===== src/rtl/fault_injector_if.sv =====
// Observed bus bundle: clean channel words in, fault-overlaid channel words out.
// Zero-latency combinational path through the injector; no flow control on this bus.
interface fault_injector_if #(
    parameter int WIDTH = 32,
    parameter int N_CH  = 8
);
    logic [N_CH*WIDTH-1:0] data_i;
    logic [N_CH*WIDTH-1:0] data_o;

    modport master (output data_i, input data_o);
    modport slave  (input data_i, output data_o);
endinterface


===== src/rtl/fault_injector.sv =====
// LFSR-driven single-channel fault injector with detection-window bookkeeping.
// Overlay is combinational (zero latency); fire decisions register one cycle later; no backpressure.
module fault_injector #(
    parameter int          WIDTH       = 32,
    parameter int          N_CH        = 8,
    parameter int          HOLD_CYCLES = 1,
    parameter int          DET_WINDOW  = 16,
    parameter logic [31:0] SEED        = 32'hACE1_2F3B,
    localparam int         CH_W        = (N_CH > 1) ? $clog2(N_CH) : 1
) (
    input  logic                  clk_i,
    input  logic                  rst_ni,
    input  logic                  enable_i,
    input  logic [1:0]            mode_i,
    input  logic [7:0]            threshold_i,
    input  logic [7:0]            budget_i,
    input  logic [31:0]           pc_i,
    input  logic [31:0]           pc_limit_i,
    fault_injector_if.slave       bus,
    input  logic                  error_i,
    output logic                  inject_o,
    output logic [CH_W-1:0]       inject_ch_o,
    output logic [4:0]            inject_bit_o,
    output logic [7:0]            inject_count_o,
    output logic [7:0]            detect_count_o,
    output logic [7:0]            miss_count_o,
    output logic                  done_o
);
    localparam int          BIT_W     = $clog2(WIDTH);
    localparam logic [31:0] LFSR_MASK = 32'h8020_0003;

    typedef enum logic [2:0] {S_IDLE, S_ARMED, S_HOLD, S_WAIT, S_DONE} state_t;

    state_t            state_q, state_d;
    logic [31:0]       lfsr_q, lfsr_nxt;
    logic [CH_W-1:0]   ch_q, ch_d, lfsr_ch;
    logic [4:0]        bit_q, bit_d, lfsr_bit;
    logic [1:0]        mode_q, mode_d;
    logic [WIDTH-1:0]  pat_q, pat_d, lfsr_pat;
    logic [7:0]        inj_cnt_q, inj_cnt_d, det_cnt_q, det_cnt_d, miss_cnt_q, miss_cnt_d;
    logic [7:0]        budget_q, budget_d;
    logic [15:0]       win_q, win_d, hold_q, hold_d;
    logic              detected_q, detected_d, err_prev_q, pulse_q, pulse_d;
    logic              fire, budget_spent, new_det, det_now, in_window_state;

    function automatic logic [7:0] sat_inc(input logic [7:0] v);
        return (v == 8'hFF) ? v : v + 8'd1;
    endfunction

    assign lfsr_nxt = {1'b0, lfsr_q[31:1]} ^ (lfsr_q[0] ? LFSR_MASK : 32'h0);
    assign lfsr_ch  = (N_CH == 1) ? '0 : lfsr_q[8 +: CH_W];
    assign lfsr_bit = 5'(lfsr_q[16 +: BIT_W]);
    assign lfsr_pat = (lfsr_q[WIDTH-1:0] == '0) ? WIDTH'(1) : lfsr_q[WIDTH-1:0];

    assign budget_spent    = (inj_cnt_q >= budget_q);
    assign fire            = (state_q == S_ARMED) && (pc_i < pc_limit_i)
                           && (lfsr_q[7:0] < threshold_i) && (inj_cnt_q < budget_q);
    assign in_window_state = (state_q == S_HOLD) || (state_q == S_WAIT);
    // Only the first rising edge of error_i inside the window credits this injection.
    assign new_det = in_window_state && error_i && !err_prev_q && !detected_q && (win_q != 16'd0);
    assign det_now = detected_q || new_det;

    always_comb begin
        state_d    = state_q;
        ch_d       = ch_q;
        bit_d      = bit_q;
        mode_d     = mode_q;
        pat_d      = pat_q;
        inj_cnt_d  = inj_cnt_q;
        det_cnt_d  = det_cnt_q;
        miss_cnt_d = miss_cnt_q;
        budget_d   = budget_q;
        win_d      = win_q;
        hold_d     = hold_q;
        detected_d = detected_q;
        pulse_d    = 1'b0;
        if (!enable_i) begin
            state_d = S_IDLE;
        end else begin
            case (state_q)
                S_IDLE: begin
                    state_d    = S_ARMED;
                    inj_cnt_d  = 8'd0;
                    det_cnt_d  = 8'd0;
                    miss_cnt_d = 8'd0;
                    budget_d   = budget_i;
                end
                S_ARMED: begin
                    if (fire) begin
                        ch_d       = lfsr_ch;
                        bit_d      = lfsr_bit;
                        mode_d     = mode_i;
                        pat_d      = lfsr_pat;
                        inj_cnt_d  = sat_inc(inj_cnt_q);
                        win_d      = 16'(DET_WINDOW);
                        hold_d     = 16'(HOLD_CYCLES);
                        detected_d = 1'b0;
                        pulse_d    = 1'b1;
                        state_d    = S_HOLD;
                    end else if (budget_spent) begin
                        state_d = S_DONE;
                    end
                end
                S_HOLD: begin
                    hold_d = hold_q - 16'd1;
                    win_d  = (win_q != 16'd0) ? win_q - 16'd1 : 16'd0;
                    if (new_det) begin
                        detected_d = 1'b1;
                        det_cnt_d  = sat_inc(det_cnt_q);
                    end
                    if (hold_q <= 16'd1) state_d = S_WAIT;
                end
                S_WAIT: begin
                    win_d = (win_q != 16'd0) ? win_q - 16'd1 : 16'd0;
                    if (new_det) begin
                        detected_d = 1'b1;
                        det_cnt_d  = sat_inc(det_cnt_q);
                    end
                    if (det_now || win_q <= 16'd1) begin
                        if (!det_now) miss_cnt_d = sat_inc(miss_cnt_q);
                        state_d = budget_spent ? S_DONE : S_ARMED;
                    end
                end
                S_DONE:  state_d = S_DONE;
                default: state_d = S_IDLE;
            endcase
        end
    end

    always_ff @(posedge clk_i or negedge rst_ni) begin
        if (!rst_ni) begin
            state_q    <= S_IDLE;
            lfsr_q     <= SEED;
            ch_q       <= '0;
            bit_q      <= '0;
            mode_q     <= '0;
            pat_q      <= '0;
            inj_cnt_q  <= '0;
            det_cnt_q  <= '0;
            miss_cnt_q <= '0;
            budget_q   <= '0;
            win_q      <= '0;
            hold_q     <= '0;
            detected_q <= 1'b0;
            err_prev_q <= 1'b0;
            pulse_q    <= 1'b0;
        end else begin
            state_q    <= state_d;
            lfsr_q     <= lfsr_nxt;
            ch_q       <= ch_d;
            bit_q      <= bit_d;
            mode_q     <= mode_d;
            pat_q      <= pat_d;
            inj_cnt_q  <= inj_cnt_d;
            det_cnt_q  <= det_cnt_d;
            miss_cnt_q <= miss_cnt_d;
            budget_q   <= budget_d;
            win_q      <= win_d;
            hold_q     <= hold_d;
            detected_q <= detected_d;
            err_prev_q <= error_i;
            pulse_q    <= pulse_d;
        end
    end

    logic [WIDTH-1:0]      word, bmask, faulted;
    logic [N_CH*WIDTH-1:0] data_ov;

    // enable_i gates the overlay directly so an abort cleans the bus in the same cycle.
    always_comb begin
        word  = bus.data_i[ch_q*WIDTH +: WIDTH];
        bmask = WIDTH'(1) << bit_q;
        case (mode_q)
            2'd0:    faulted = word ^ bmask;
            2'd1:    faulted = word & ~bmask;
            2'd2:    faulted = word | bmask;
            default: faulted = word ^ pat_q;
        endcase
        data_ov = bus.data_i;
        if (state_q == S_HOLD && enable_i) data_ov[ch_q*WIDTH +: WIDTH] = faulted;
    end

    assign bus.data_o     = data_ov;
    assign inject_o       = pulse_q;
    assign inject_ch_o    = ch_q;
    assign inject_bit_o   = bit_q;
    assign inject_count_o = inj_cnt_q;
    assign detect_count_o = det_cnt_q;
    assign miss_count_o   = miss_cnt_q;
    assign done_o         = (state_q == S_DONE);
endmodule


===== src/flat_wrapper.sv =====
// flat-port wrapper written by rule: the top's interface ports become plain ports
module fault_injector_flat 
#(
    parameter int          WIDTH       = 32,
    parameter int          N_CH        = 8,
    parameter int          HOLD_CYCLES = 1,
    parameter int          DET_WINDOW  = 16,
    parameter logic [31:0] SEED        = 32'hACE1_2F3B,
    localparam int         CH_W        = (N_CH > 1) ? $clog2(N_CH) : 1
)
  (clk_i, rst_ni, enable_i, mode_i, threshold_i, budget_i, pc_i, pc_limit_i, error_i, inject_o, inject_ch_o, inject_bit_o, inject_count_o, detect_count_o, miss_count_o, done_o, bus_data_i, bus_data_o);
  fault_injector_if #(.WIDTH(WIDTH), .N_CH(N_CH)) bus_i ();
  input  logic clk_i;
  input  logic rst_ni;
  input  logic enable_i;
  input  logic [1:0] mode_i;
  input  logic [7:0] threshold_i;
  input  logic [7:0] budget_i;
  input  logic [31:0] pc_i;
  input  logic [31:0] pc_limit_i;
  input  logic error_i;
  output logic inject_o;
  output logic [CH_W-1:0] inject_ch_o;
  output logic [4:0] inject_bit_o;
  output logic [7:0] inject_count_o;
  output logic [7:0] detect_count_o;
  output logic [7:0] miss_count_o;
  output logic done_o;
  input wire logic [$bits(bus_i.data_i)-1:0] bus_data_i;
  output wire logic [$bits(bus_i.data_o)-1:0] bus_data_o;
  assign bus_i.data_i = bus_data_i;
  assign bus_data_o = bus_i.data_o;
  fault_injector #(.WIDTH(WIDTH), .N_CH(N_CH), .HOLD_CYCLES(HOLD_CYCLES), .DET_WINDOW(DET_WINDOW), .SEED(SEED)) u_core (.clk_i(clk_i), .rst_ni(rst_ni), .enable_i(enable_i), .mode_i(mode_i), .threshold_i(threshold_i), .budget_i(budget_i), .pc_i(pc_i), .pc_limit_i(pc_limit_i), .bus(bus_i), .error_i(error_i), .inject_o(inject_o), .inject_ch_o(inject_ch_o), .inject_bit_o(inject_bit_o), .inject_count_o(inject_count_o), .detect_count_o(detect_count_o), .miss_count_o(miss_count_o), .done_o(done_o));
endmodule

===== config.mk =====
export PLATFORM = sky130hd
export DESIGN_NAME = fault_injector_flat
export DESIGN_NICKNAME = d
export VERILOG_FILES = /design/src/rtl/fault_injector_if.sv /design/src/rtl/fault_injector.sv /design/src/flat_wrapper.sv
export SDC_FILE = /design/constraint.sdc
export NUM_CORES = 1
export LEC_CHECK = 0
export CORE_AREA = 8 8 243 245
export DETAILED_ROUTE_END_ITERATION = 8
export DIE_AREA = 0 0 251 253
export HOLD_SLACK_MARGIN = 0.02
export PLACE_DENSITY = 0.5
export SYNTH_ARGS = -nofsm -noshare
export SYNTH_HDL_FRONTEND = slang
export SYNTH_SLANG_ARGS = --single-unit

===== constraint.sdc =====
create_clock -name clk_i -period 8 [get_ports clk_i]
set_input_delay 1.6 -clock clk_i [delete_from_list [all_inputs] [get_ports clk_i]]
set_output_delay 1.6 -clock clk_i [all_outputs]
set_load 0.1 [all_outputs]

==> flow_summary.ini, run 1 <==
[floorplanning]
dieArea_mm2 = 0.06350
rows = 87
fp.coreArea_mm2 = 0.05552
die_x_um = 251
die_h_um = 253
io_pins = 632
initial_core_util_pct = 24.91

[route]
route.detailed.drc = 0
drt_iter0_markers = 1559
post_drt_via_cell_ratio = 5.613
drt-total-wl_um = 90350
dr.pass1.iters = 7
routedWlPerCell_um = 32.13
ant_nets = 0
vias = 15780

[critical_path]
crit_start = enable_i
slowest_delay_ps = 890
cp_data_arrival_time_ps = 5270
end_kind = output port
path_cells = clkdlybuf4s50_1, nand3b_2, or2_2, nor3_1, nand2_2, buf_4, nor2_4, a22o_1, buf_12
r2r_slack_ps = 4440
slowest_stage = nor2_4
crit_path_start_kind = input port
crit_required_ps = 6400
path_class = input port to output port
crit_path_max_fanout = 33
r2r-start = u_core.inject_count_o[1]
crit_family = simple AND/OR/NAND/NOR gates
crit_buf_inv = 3

[final_layout]
final_common_cell = clkdlybuf4s50_1
nNetsFinal = 2483
seqCellArea_mm2 = 0.003633
synthToLayoutAreaGrowth_pct = 59.44
multi_input_area_mm2 = 0.009597
final_cell_mix = clkdlybuf4s50_1 (375), a22o_1 (196), nand2_1 (191), buf_4 (188), dfrtp_1 (124)
drive_gt1_share_pct = 26.08
fin_cells = 2812
fillers = 5467

[cts]
cts.path.max_buffers = 2
clkSinkCount = 144
htreeDepth = 4
cts.root.buffer_cell = clkbuf_16
clk_latency_ps = 430
cts_buffers = 17
cts_setup_buffers = 0
ctsResizeCount = 0
postCtsHoldBufs = 0
cts_tree = built
clkTransAtPathRegs_ps = 60

[min_path]
min_path_type = flop to flop
worstHoldStart = u_core.lfsr_q[10]

[synthesis]
synth_fa_ha_area_share_pct = 5.701
synth_seq_cells = 144
netlist_instances = 1507
synth-compound-area-share_pct = 25.87
synth_nets = 1912
synth-async-reset-ratio_pct = 100.0
synth_flop_cell = dfrtp_1
syn_area_mm2 = 0.01383
synth_top_family_by_area = compound AO/OA/AOI/OAI gates
yosys_warnings = 0
synth_xor_area_share_pct = 2.914
avgSynthCellArea_um2 = 9.175
synth.mux.area_fraction_pct = 19.15
synth-edff-count = 0
synth-simple-area-share_pct = 15.17
synth_cell_types = 67
synth_seq_area_share_pct = 26.22

[pwr]
powerDensity_mw_per_mm2 = 261.2
p_leak_nw = 9.345
ir_drop_mv = 0.1876

[timing]
rsz0062_at_grt = false
min_period_ps = 6869
slew_headroom_pct = 21.42
fin_skew_ps = 18.04
layout_worst_path_cycle_share_pct = 85.86
worst_pin_slew_ps = 1175
whs_ps = 372.6
max_freq_mhz = 145.6
slew_viol_final = 0
finalSetupViolations = 0
hold_viol = 0
final.setup.tns_ps = 0

[placed_design]
gp_congestion = 1.006
dp.cells = 2771
io_buffers = 631
dp_hpwl_um = 71740

[global_routing]
grt_pass1_vias = 15630
antenna_found_initial = 8
grt.total_usage_pct = 27.04
grt_pass1_wl_um = 124900
overflow = 0
grt_max_degree = 87

[run_status]
status = completed

[flow_run]
maxCapViolations = 0
kinds of logic (layout without fill, tap and decap cells):
| family | count (synthesis) | in the layout |
|---|---|---|
| other | 0 | 10 |
| adder cells (fa/ha/maj) | 63 | 63 |
| buffers and inverters | 169 | 752 |
| AO/OA/AOI/OAI | 472 | 472 |
| flip-flops | 144 | 144 |
| AND/OR/NAND/NOR | 447 | 447 |
| multiplexers | 166 | 166 |
| XOR/XNOR | 46 | 46 |
state kept, by name (all words and copies together) (netlist names):
signal                 count
u_core.budget_q            8
u_core.detect_count_o      8
u_core.detected_q          1
u_core.err_prev_q          1
u_core.hold_q             16
u_core.inject_bit_o        5
u_core.inject_ch_o         3
u_core.inject_count_o      8
u_core.inject_o            1
u_core.lfsr_q             32
u_core.miss_count_o        8
u_core.mode_q              2
u_core.pat_q              32
u_core.state_q             3
u_core.win_q              16
path summary, 6_finish.rpt:
check / end / depth (start not counted)
setup / recovery: bus_data_o[177] / 9
setup reg to reg: u_core.win_q[12] / 8
hold reg to reg: u_core.lfsr_q[9] / 0
hold / removal: u_core.lfsr_q[9] / 0
min in group asynchronous: u_core.detect_count_o[5] / 1
max in group asynchronous: u_core.lfsr_q[12] / 2
area by class of cell:
type | instances | area share, %
Sequential cell | 144 | 16.48
Tap cell | 712 | 4.041
Clock inverter | 13 | 0.6810
Inverter | 62 | 1.056
Clock buffer | 18 | 1.992
Multi-Input combinational cell | 1194 | 43.53
Timing Repair Buffer | 659 | 32.11
Antenna cell | 10 | 0.1135
worst reg2reg max path: stages (launching register included):
cell	delay [ps]
dfrtp_1	450
ha_1	330
nor2b_1	130
o211ai_1	150
a21oi_1	120
or4_1	620
or4_2	1170
nand2_1	330
a31oi_1	110
stage by stage:
stage	instance area (µm²)	setup slack (ps)	power, mW	utilization, %
5_1_grt	22030	1024	5.997	39.68
6_report	22050	1131	5.759	39.71
3_5_place_dp	21430	1167	4.900	38.60
4_1_cts	22020	1154	5.737	39.67
3_3_place_gp	21430	1240	4.905	38.60
2_1_floorplan	13830	2462	3.441	-
power by group:
part           switching [mW]  internal, mW
Sequential              0.127         0.839
Combinational            2.92          1.06
Clock                   0.340         0.472
Total                    3.39          2.37
cell usage after synthesis, drive strengths merged (31+ instances only):
cell	instances	area share (%)
a21o	41	2.2
a21oi	83	3.8
a22o	196	12
a31oi	35	1.6
buf	31	1.2
clkbuf	76	2.1
dfrtp	126	23
ha	63	5.7
inv	62	1.7
mux2	67	5.5
mux2i	35	3.3
mux4	64	10
nand2	197	5.3
nand3	34	1.2
nor2	60	1.7
nor3	59	2.1
o21ai	76	2.8
xnor2	38	2.4
routing by layer:
layer  global-route usage, %  part of all wire [%]
met2                   44.85                    47
met1                   33.30                    40
met3                   7.265                   8.4
met5                       0                 0.030
met4                   10.36                   4.5
No activity file was read; power rests on OpenSTA's default activity.
==> run 2, diff against run 1 <==
Settings changed: CAP_MARGIN from default to 30, GPL_TIMING_DRIVEN from default to 1, HOLD_SLACK_MARGIN 0.02 to 0.06.
==> run 2 against run 1 <==
Compared with the run above:
- clock skew fell by 5.6 ps
- cell area increased by 1.1%
- sequential share of layout area fell by 0.18 points
- first-iteration DRC count decreased by 5.3%
- global-route usage is essentially flat
- setup slack improved by 3.3 ps
- register-to-register slack gained 140 ps
- die area unchanged
- combinational power is 1% higher
- hold slack better by 2.9 ps
- critical path depth did not move
- fmax barely moved
- critical path type unchanged
- largest cell class unchanged
- highest routed layer unchanged
==> flow_summary.ini, run 2 (synthesis results as in run 1) <==
[pwr]
p_leak_nw = 9.453
ir_drop_mv = 0.2305
powerDensity_mw_per_mm2 = 258.3
totalPowerFinal_mw = 5.758

[critical_path]
crit_family = simple AND/OR/NAND/NOR gates
crit_buf_inv = 3
end_kind = output port
crit_path_max_fanout = 33
slowest_stage = nor2_4
path_cells = clkdlybuf4s50_1, nand3b_2, or2_2, nor3_1, nand2_2, buf_4, nor2_4, a22o_1, buf_12
crit_path_start_kind = input port
cp_data_arrival_time_ps = 5270
crit_required_ps = 6400
slowest_delay_ps = 900
path_class = input port to output port

[route]
routedWlPerCell_um = 31.94
drt-total-wl_um = 90100
route.detailed.drc = 0
dr.pass1.iters = 5
post_drt_via_cell_ratio = 5.662
ant_nets = 0
drt_iter0_markers = 1477
vias = 15970

[timing]
min_period_ps = 6866
final.setup.tns_ps = 0
setup_slack_ps = 1134
fin_skew_ps = 12.43
max_freq_mhz = 145.7
finalSetupViolations = 0
layout_worst_path_cycle_share_pct = 85.82
worst_pin_slew_ps = 1086
rsz0062_at_grt = false
slew_viol_final = 0
slew_headroom_pct = 27.42
hold_viol = 0

[floorplanning]
initial_core_util_pct = 24.91
die_x_um = 251
die_h_um = 253
io_pins = 632
rows = 87
fp.coreArea_mm2 = 0.05552
dieArea_mm2 = 0.06350

[global_routing]
grt.total_usage_pct = 27.03
overflow = 0
antenna_found_initial = 7
grt_max_degree = 87
grt_pass1_vias = 15650
grt_pass1_wl_um = 125100

[final_layout]
post-route-util_pct = 40.16
fillers = 5474
drive_gt1_share_pct = 26.50
final_cell_mix = clkdlybuf4s50_1 (375), a22o_1 (196), nand2_1 (191), buf_4 (188), dfrtp_1 (124)
finish.instance_area_mm2 = 0.02229
nNetsFinal = 2494
final_common_cell = clkdlybuf4s50_1
synthToLayoutAreaGrowth_pct = 61.23
reg.largest.list = u_core.lfsr_q: 32 flops, u_core.pat_q: 32 flops

[cts]
clkSinkCount = 144
cts_tree = built
cts.root.buffer_cell = clkbuf_16
ctsResizeCount = 0
clkTransAtPathRegs_ps = 60
htreeDepth = 4
cts.path.max_buffers = 2
cts_setup_buffers = 0
postCtsHoldBufs = 0
clk_latency_ps = 430
cts_buffers = 17

[min_path]
min_path_type = flop to flop

[placed_design]
preCtsSetupSlack_ps = 1159
dpl_cell_area_mm2 = 0.02171
dp_hpwl_um = 72080
io_buffers = 631
gp_congestion = 1.006

[run_status]
status = completed

[flow_run]
maxCapViolations = 0
==> run 2: cell count changes in the layout (fill, tap and decap cells not counted), sizes merged <==
cell	before	now
buf	284	295
bufinv	2	0
clkinv	3	5
diode	10	7
inv	68	69
==> run 2: worst paths after layout <==
path,slack [ps],cells past startpoint,start,endpoint
worst max-delay path,1130,9,enable_i,bus_data_o[177]
worst min-delay path,380,0,u_core.lfsr_q[10],u_core.lfsr_q[9]
min in group asynchronous,1220,1,rst_ni,u_core.detect_count_o[3]
worst max register to register,4580,7,u_core.state_q[0],u_core.pat_q[0]
max in group asynchronous,5490,2,rst_ni,u_core.lfsr_q[12]
worst min register to register,380,0,u_core.lfsr_q[10],u_core.lfsr_q[9]
==> run 2: cell type report <==
class	instances	area, µm²	share of cell area (%)
diodes	7	17.52	0.07858
clock buffers	18	439.2	1.970
clock inverters	14	121.4	0.5444
inverters	62	232.7	1.044
multi-input cells	1194	9597	43.05
flip-flops and latches	144	3633	16.30
well taps	712	890.9	3.996
repair buffers	670	7361	33.02
==> run 2: routing by layer <==
metal	global-route usage [%]	wire [µm]	part of all wire (%)	vias to the layer above
met5	0	16	0.018	-
met4	11.96	4542	5.0	2
met3	6.968	7590	8.4	140
met2	44.37	42110	47	841
met1	33.24	35840	40	8052
li1	-	-	-	6937
==> run 2: stage by stage <==
step / std cells / hold WS (ps)
after floorplan: 1507 / 360.5
after global placement: 2771 / 363.3
after detailed placement: 2782 / 367.3
after CTS: 2814 / 376.4
after global routing: 2816 / 379.3
final: 2821 / 375.5
==> run 2: where the power goes <==
part | total (mW) | switching (mW) | internal, mW
clock network | 0.760 | 0.345 | 0.415
registers | 0.966 | 0.127 | 0.839
logic | 4.03 | 2.93 | 1.10
==> run 3, diff against run 2 <==
Settings changed: CAP_MARGIN 30 to 20, SKIP_CTS_REPAIR_TIMING from default to 1.
==> run 3 against run 2 <==
Compared with the run above:
- first-iteration DRC count is 5.8% lower
- count of clock-buffer cells in the layout is 2 higher
- flip-flop and latch count stayed put
- die area stayed put
- highest routed layer unchanged
==> flow_summary.ini, run 3 (synthesis results as in run 1) <==
[critical_path]
cp_data_arrival_time_ps = 5280
path_class = input port to output port
crit_required_ps = 6400
crit_start = enable_i
end_kind = output port
reg2reg_depth = 6
r2r-start = u_core.state_q[0]
crit_path_max_fanout = 33
crit_path_start_kind = input port

[min_path]
min_path_cells = 0
worstHoldStart = u_core.lfsr_q[27]
min_path_type = flop to flop

[route]
drt-total-wl_um = 90050
dr.pass1.iters = 5
routedWlPerCell_um = 32.02
drt_iter0_markers = 1392
ant_nets = 0
vias = 15770
route.detailed.drc = 0
post_drt_via_cell_ratio = 5.609

[flow_run]
maxCapViolations = 0

[timing]
layout_worst_path_cycle_share_pct = 86.04
finalSetupViolations = 0
fin_skew_ps = 15.21
slew_headroom_pct = 25.26
hold_viol = 0
min_period_ps = 6884
max_freq_mhz = 145.3
worst_pin_slew_ps = 1118
rsz0062_at_grt = false
whs_ps = 375.9
final.setup.tns_ps = 0
slew_viol_final = 0
setup_slack_ps = 1116

[cts]
cts_buffers = 17
cts.root.buffer_cell = clkbuf_16
htreeDepth = 4
clkSinkCount = 144
clk_latency_ps = 430
cts.path.max_buffers = 2
clkTransAtPathRegs_ps = 60
cts_tree = built

[final_layout]
reg.largest.list = u_core.lfsr_q: 32 flops, u_core.pat_q: 32 flops
fillers = 5502
post-route-util_pct = 39.82
fin_cells = 2812
final_cell_mix = clkdlybuf4s50_1 (375), a22o_1 (196), nand2_1 (191), buf_4 (188), dfrtp_1 (124)
final_common_cell = clkdlybuf4s50_1
synthToLayoutAreaGrowth_pct = 59.89
nNetsFinal = 2487
drive_gt1_share_pct = 26.16

[global_routing]
grt.total_usage_pct = 27.05
grt_pass1_wl_um = 125300
grt_max_degree = 87
antenna_found_initial = 7
grt_pass1_vias = 15650
overflow = 0

[floorplanning]
rows = 87
io_pins = 632
die_h_um = 253
fp.coreArea_mm2 = 0.05552
dieArea_mm2 = 0.06350
die_x_um = 251
initial_core_util_pct = 24.91

[pwr]
intPower_mw = 2.374
share_comb_of_total_power_pct = 69.3
powerDensity_mw_per_mm2 = 259.6
netSwitchingFraction_pct = 58.64
ir_drop_mv = 0.2421
p_leak_nw = 9.372
pwr-share-clk_pct = 13.9
p_switching_mw = 3.365
p_seq_share_pct = 16.8

[placed_design]
gp_congestion = 1.006
dp.cells = 2773
dp_hpwl_um = 71720
preCtsSetupSlack_ps = 1189
io_buffers = 631

[run_status]
status = completed
run 3: path summary, 6_finish.rpt:
| kind | slack [ps] | to |
|---|---|---|
| setup / recovery | 1120 | bus_data_o[177] |
| hold / removal | 380 | u_core.lfsr_q[26] |
| setup reg to reg | 4750 | u_core.hold_q[7] |
| hold reg to reg | 380 | u_core.lfsr_q[26] |
| min in group asynchronous | 1220 | u_core.detect_count_o[5] |
| max in group asynchronous | 5500 | u_core.lfsr_q[12] |
run 3: layout make-up:
cell class,count,area (µm²),area share [%]
timing repair buffer,663,7158,32.38
clock inverter,12,136.4,0.6169
inverter,62,232.7,1.053
multi-input combinational,1194,9597,43.41
sequential,144,3633,16.44
antenna,5,12.51,0.05660
clock buffer,20,446.7,2.020
tap,712,890.9,4.030
run 3: critical path: stages:
cell and delay [ps]:
clkdlybuf4s50_1 600, nand3b_2 280, or2_2 460, nor3_1 470, nand2_2 100, buf_4 300, nor2_4 920, a22o_1 330
buf_12 190
run 3: power groups by stage:
stage / sequential [mW] / combinational, mW / clock, mW
global placement: 0.971 / 3.93 / 0
floorplan: 1.03 / 2.41 / 0
finish: 0.964 / 3.98 / 0.797
CTS: 0.962 / 3.94 / 0.814
global route: 0.984 / 4.16 / 0.847
detailed placement: 0.974 / 3.92 / 0
run 3: layer usage:
metal / routed length, µm / GRT usage, %
met1: 36310 / 33.17
met2: 42020 / 44.41
met3: 7308 / 7.337
met4: 4386 / 11.56
met5: 17 / 0
run 3: stage by stage:
stage / area, µm² / total power [mW]
detailed placement: 21470 / 4.897
global route: 22110 / 5.991
CTS: 22050 / 5.714
finish: 22110 / 5.738
global placement: 21430 / 4.905
floorplan: 13830 / 3.441
